File: src/rtl/lamp_state.sv
// Lamp bank driver: turns a lamp count into a registered thermometer code,
// lowest-index lamps lit first, one clock of latency.
module lamp_state (
   input  logic        clk,
   input  logic        rst_n,
   input  logic [3:0]  active_lights,
   output logic [15:0] lights_state
);

   logic [15:0] decoded;

   // Lamp i is lit when the requested count exceeds i. The loop stops at 14,
   // so bit 15 is never set: a 4-bit count tops out at 15 lamps.
   always_comb begin
      decoded = '0;
      for (int i = 0; i < 15; i++) begin
         decoded[i] = (active_lights > 4'(i));
      end
   end

   // NOTE: state is updated with <= so every flop samples pre-edge values.
   // The reset branch is asynchronous and clears all lamps at once.
   always_ff @(posedge clk or negedge rst_n) begin
      if (!rst_n) begin
         lights_state <= '0;
      end else begin
         lights_state <= decoded;
      end
   end

endmodule

File: config.mk
export PLATFORM = sky130hd
export DESIGN_NAME = lamp_state
export DESIGN_NICKNAME = d
export VERILOG_FILES = /design/src/rtl/lamp_state.sv
export SDC_FILE = /design/constraint.sdc
export NUM_CORES = 1
export LEC_CHECK = 0
export CAP_MARGIN = 20
export CELL_PAD_IN_SITES_DETAIL_PLACEMENT = 1
export CELL_PAD_IN_SITES_GLOBAL_PLACEMENT = 2
export CORE_MARGIN = 1.5
export CORE_UTILIZATION = 24
export CTS_CLUSTER_DIAMETER = 120
export DETAILED_ROUTE_END_ITERATION = 10
export PLACE_DENSITY = 0.83
export SETUP_SLACK_MARGIN = 0.3
export SYNTH_ARGS = -nofsm -noshare
export SYNTH_HDL_FRONTEND = slang
export SYNTH_SLANG_ARGS = --single-unit
File: constraint.sdc
create_clock -name clk -period 0.8 [get_ports clk]
set_clock_uncertainty 0.2 [all_clocks]
set_input_delay 0.12 -clock clk [delete_from_list [all_inputs] [get_ports clk]]
set_output_delay 0.12 -clock clk [all_outputs]
set_load 0.005 [all_outputs]
==> results.md <==
* ANT nets after route at 0
* Post-Syn Area per Cell at approximately 13 µm²
* DR top layer: met3
* DRC at 0
* Leading registers by flop count: lights_state (15)
* Core ar. at 0.00200 mm²
* Largest reg by FF count: lights_state
* Dominant synthesized flop cell: dfrtp_1
* Clk buf depth at 2
* Share of cells above drive strength 1 at 65.3%
* Worst-path cell chain: buf_2
* Largest net degree at the start of global routing at 9
* Drt pass-1 iters at 2
* Clock transition at path regs at 0.08 ns
* Detailed Route WL at 1300 µm
* Die Wd at 49.6 µm
* Root Buffer: clkbuf_4
* HP Class: primary input to asynchronous set/reset pin
* Slew Limit Fails at 0
* Int Pwr at between 1 and 1.5 mW
* Sw frac at 22.9%
* Multi-input logic area at ~170 µm²
* Seq cells post-synth at 15
* Die height at 49.6 µm
* Crit. Startpoint: lights_state[9]
* Final worst slack at -0.294 ns
* Cts bufs inserted at 3
* Remaining global-route overflow at 0
* Register area share after synthesis at slightly above 70%
* Switch Pwr at 0.344 mW
* CP Depth at 1
* Crit path largest cell delay at 0.37 ns
* Starting Density at 26.0%
* Hold_ws at -0.269 ns
* RSZ-0062 raised after global routing: yes
* Initial antenna violation count at 0
* Detailed router's first-iteration violation count at 1
* Mapped cell area at 520 µm²
* Synth warnings at 0
* Tot GR Track Use at 11.8%
* Logic pwr share at a little under a fifth
* Vias in the first global route at 463
* CP Data Arrival Time at around 0.77 ns
* Leak Pwr at 0.444 nW
* Syn_nets at 47
* Met2 routed WL at a little over 700 µm
* Failing checks: hold timing, setup timing
* Run status: finished with violations
* CP Capture Point: lights_state[9]
* Crit-path leading delay family: flip-flops
* Slowest cell on the critical path: dfrtp_1
* I/O pins at 22
* PwrDens at 1630 mW/mm²
* Via density at roughly 3.9
* Ant. Diodes at 0
* Filler Cells Inserted at 229
* Drt wl/cell at around 13 µm
* Synth async-reset ratio at 100%
* CTS tree: built
* Die Footprint at approximately 0.0025 mm²
* Max FFs per register at 15
* Final min period at 1.09 ns
* Crit start category: flip-flop
* Inst Count DP at 91
* Post-Route M1 WL at approximately 460 µm
* Synth unique cells at 19
* Setup CP Type: flip-flop to primary output
* Post-synth EDFFs at 0
* Clk pwr share at 27.3%
* Via count of the routed design at slightly below 400
* WP buf/inv at 1
* Crit path required time at 0.48 ns
* Num rows at 16
* Max FO, Critical Path at 1
* Clk sinks at 15
* Final Hold Violating Endpoints at 30
* Reg power frac at 53.5%
* Final setup fails at 15
* Routed wl met3 at 121 µm
* Global-route wire length before repair at about 2100 µm
* Peak VDD IR at 0.607 mV
* Max Clk Rate at between 0.9 and 1 GHz
* FF/Latch Area at approximately 380 µm²
* Nets at 79
* DP Wirelength at 798 µm
* GP Congestion at between 0.7 and 0.8
* Area grow syn2layout at 76.9%
* IO Port Bufs at 20
* Final period util at 137%
* Htree depth at 1
* Cells after synthesis at 41
* Crit end category: primary output
* Non-Filler Instances at just under 100
* MaxCap Viol Count at 0
-- Yosys cell counts, types with 2 or more instances --
cell | count | area share (%)
nor2_1 | 4 | 2.9
dfrtp_1 | 15 | 72
nand2_1 | 4 | 2.9
buf_2 | 2 | 1.9
inv_1 | 2 | 1.4
-- per-layer routing --
layer	vias to the layer above	global-route usage [%]
li1	188	-
met1	185	11.3
met2	16	21.3
met3	0	4.24
met4	0	6.94
met5	-	0
-- final cells by class --
| cell class | count | area share (%) |
|---|---|---|
| Tap cell | 27 | 3.67 |
| Sequential cell | 15 | 40.8 |
| Clock buffer | 4 | 2.85 |
| Timing Repair Buffer | 32 | 33.7 |
| Inverter | 2 | 0.815 |
| Multi-Input combinational cell | 19 | 18.2 |
-- stage by stage --
step | setup WS, ns | instance area, µm² | utilization [%] | TNS, ns | total power, mW
6_report | -0.294 | 921 | 46.0 | -4.16 | 1.50
5_1_grt | -0.325 | 921 | 46.0 | -4.65 | 1.57
4_1_cts | -0.303 | 891 | 44.5 | -4.32 | 1.49
3_5_place_dp | -0.562 | 797 | 39.8 | -12.24 | 1.04
3_3_place_gp | -0.549 | 797 | 39.8 | -11.94 | 1.04
2_1_floorplan | -0.105 | 537 | - | -0.162 | 0.895
-- power groups by stage --
| stage | clock network (mW) | logic (mW) | registers [mW] |
|---|---|---|---|
| after floorplan | 0 | 0.0684 | 0.827 |
| after global placement | 0 | 0.217 | 0.820 |
| after detailed placement | 0 | 0.223 | 0.821 |
| after CTS | 0.417 | 0.270 | 0.804 |
| after global routing | 0.447 | 0.310 | 0.808 |
| final | 0.410 | 0.288 | 0.803 |
-- worst min-delay path by stage --
stage	slack, ns	depth (start not counted)	end	start
6_report	-0.27	2	lights_state[9]	rst_n
3_5_place_dp	0.28	2	lights_state[7]	rst_n
2_1_floorplan	-0.38	0	lights_state[0]	rst_n
3_3_place_gp	0.27	2	lights_state[3]	rst_n
5_1_grt	-0.26	2	lights_state[0]	rst_n
4_1_cts	-0.27	2	lights_state[9]	rst_n
-- kinds of logic after synthesis --
family / after synthesis / share of synthesized area (%)
and+or+nand+nor: 12 / 10.8
buffers and inverters: 7 / 7.69
DFF: 15 / 72.1
other: 1 / 0.720
AOI/OAI and AO/OA: 6 / 8.65
-- repair_timing --
item                       in CTS  in global routing
buffers inserted                0                  2
gates resized for setup       109                  5
setup endpoints to repair      45                 28
hold endpoints to repair       30                 30
cloned                          2                  0
pin swaps                       6                  3
-- layout by cell type, fill, tap and decap left out, types with 2 or more instances in the layout --
| cell | n |
|---|---|
| buf_12 | 2 |
| buf_2 | 15 |
| buf_6 | 11 |
| buf_8 | 2 |
| clkbuf_4 | 3 |
| dfrtp_1 | 15 |
| nand2_1 | 2 |
| nor2_4 | 2 |
(Power assumes the default switching activity.)
==> variant (same flow settings) <==
Register the input `active_lights` before use. The logic sees it one clock later.
--- a/src/rtl/lamp_state.sv
+++ b/src/rtl/lamp_state.sv
@@ -9,2 +9,8 @@
 
+   logic [3:0] active_lights_q;
+
+   always_ff @(posedge clk) begin
+      active_lights_q <= active_lights;
+   end
+
    logic [15:0] decoded;
@@ -16,3 +22,3 @@
       for (int i = 0; i < 15; i++) begin
-         decoded[i] = (active_lights > 4'(i));
+         decoded[i] = (active_lights_q > 4'(i));
       end
Behaviour: not the same (a bounded check fails within 4 cycles, from zero or initial values and one cycle with rst_n low).
==> variant against the original RTL <==
- the flow still finishes with violations (negative hold slack, negative setup slack)
- die area rose by 14%
- setup slack got worse by 0.030 ns
- count of clock-buffer cells in the layout fell by 1
- critical endpoint is now lights_state[5]
- critical path type unchanged
- area after synthesis rose by 15%
- wire length rose by 3.2%
- sequential share of layout area rose by 9.4 points
- total power rose by 16%
- synthesized cell count rose by 9.8%
- sequential cell count rose by 4
- via count rose by 7.5%
- cell area rose by 1.8%
==> variant: results (changes against the original RTL) <==
- Status: complete, but fails checks (unchanged)
- Failing checks: negative hold slack, negative setup slack (unchanged)
- First-pass GRT wire length: 2201 um (was 2083 um)
- GPL Wtd Cong: 0.6617 (was 0.7015)
- Layout cells sized above 1: 63.16% (was 65.28%)
- CP Data Arrival Time: 0.80 ns (was 0.77 ns)
- Synth Net Count: 51 (was 47)
- Ys async rst share: 78.95% (was 100.0%)
- CP peak stage delay: 0.38 ns
- Hold WS: -0.1689 ns (was -0.2685 ns)
- Worst hold path class: in -> reg (was in -> async)
- Sequential power share: 59.4% (was 53.5%)
- DP HPWL: 819.6 um (was 798 um)
- Vias per cell: 4.019 (was 3.929)
- Setup_tns: -7.165 ns (was -4.156 ns)
- DRT iter0 DRCs: 3 (was 1)
- Net load switching power: 424.0 uW (was 343.9 uW)
- Reg-to-reg critical path endpoint: lights_state[1]
- Sequential fraction of the synthesis area: 75.83% (was 72.12%)
- Synth cell count leaders: dfrtp_1 (15), dfxtp_1 (4), nand2_1 (4), nor2_1 (4) (was dfrtp_1 (15), nand2_1 (4), nor2_1 (4))
- Top flop regs: lights_state x15, active_lights_q x4 (was lights_state x15)
- Final setup violation count: 29 (was 15)
- Combinational share of power: 12.2% (was 19.2%)
- Initial antenna violation count: 0 (unchanged)
- Peak supply drop: 848.9 uV (was 606.6 uV)
- LEAKAGE: 0.0004393 uW (was 0.0004442 uW)
- Vias in the first global route: 476 (was 463)
- Met2 Use GR: 21.46% (was 21.33%)
- Largest net degree at the start of global routing: 13 (was 9)
- Dpl cells: 93 (was 91)
- Met1 Usage GRT: 11.94% (was 11.26%)
- Setup WS post-layout: -0.3243 ns (was -0.2938 ns)
- Hold Vio Cnt, Final: 19 (was 30)
- Routed len/inst: 12.88 um (was 13.11 um)
- Critical path's slowest cell: dfrtp_1 (unchanged)
- Total GRT Usage: 11.79% (was 11.78%)
- Clock buffer depth: 2 (unchanged)
- Clock-pin transition on the worst setup and hold timing paths: 0.12 ns (was 0.08 ns)
- WL final: 1340 um (was 1298 um)
- Nets@finish: 83 (was 79)
- Syn. warnings: 0 (unchanged)
- Pre-Repair DR Iteration Count: 2 (unchanged)
- Total power: 1735 uW (was 1501 uW)
- Hold path depth: 1
- Met3 Use GR: 1.695% (was 4.242%)
- Post-DP Area: 852.1 um^2 (was 797.0 um^2)
- Post-synthesis cell count: 45 (was 41)
- Netlist cell types: 20 (was 19)
- Synth top area cells: dfrtp_1 (63%), dfxtp_1 (13%), nand2_1 (2.5%) (was dfrtp_1 (72%), nand2_1 (2.9%), nor2_1 (2.9%))
[variant: cell types whose count changed after synthesis, sizes merged]
cell / unedited run / this run
dfxtp: 0 / 4
[variant: final cells by class]
type	instances	area (um^2)
timing repair buffer	32	240.2
fill	254	1360
multi-input combinational	19	153.9
tap	28	35.03
inverter	2	7.507
clock buffer	3	22.52
sequential	19	470.5
clock inverter	1	7.507
[variant: timing repair]
action | CTS | global route
setup buffers | 6 | 1
endpoints found under the setup margin | 33 | 30
pin swaps | 5 | 7
cloned | 0 | 0
endpoints found under the hold margin | 19 | 19
resized for setup | 90 | 4
[variant: metrics by stage]
stage,setup WS (ns),hold WS [ns]
3_5_place_dp,-0.3321,0.2205
4_1_cts,-0.3443,-0.1842
6_report,-0.3243,-0.1689
5_1_grt,-0.3809,-0.1939
3_3_place_gp,-0.3285,0.2210
2_1_floorplan,-0.2841,-0.3756
[variant: logic make-up (layout without fill, tap and decap cells)]
group,after synthesis,count (layout),synth area share (%)
DFF,19,19,75.83
and+or+nand+nor,12,12,9.376
buffers and inverters,7,38,6.667
other,1,1,0.6244
AOI/OAI and AO/OA,6,6,7.499
[variant: routing by layer]
metal | wire (um) | part of all wire (%)
met1 | 495 | 37
met2 | 758 | 57
met3 | 58 | 4.3
met4 | 27 | 2.0
met5 | 0 | 0
[variant: worst max path at each step]
| stage | start | cells past startpoint | endpoint | slack, ns |
|---|---|---|---|---|
| 2_1_floorplan | active_lights_q[1] | 2 | lights_state[1] | -0.28 |
| 3_3_place_gp | lights_state[14] | 1 | lights_state[14] | -0.33 |
| 3_5_place_dp | lights_state[5] | 1 | lights_state[5] | -0.33 |
| 4_1_cts | lights_state[5] | 1 | lights_state[5] | -0.34 |
| 5_1_grt | lights_state[8] | 1 | lights_state[8] | -0.38 |
| 6_report | lights_state[5] | 1 | lights_state[5] | -0.32 |
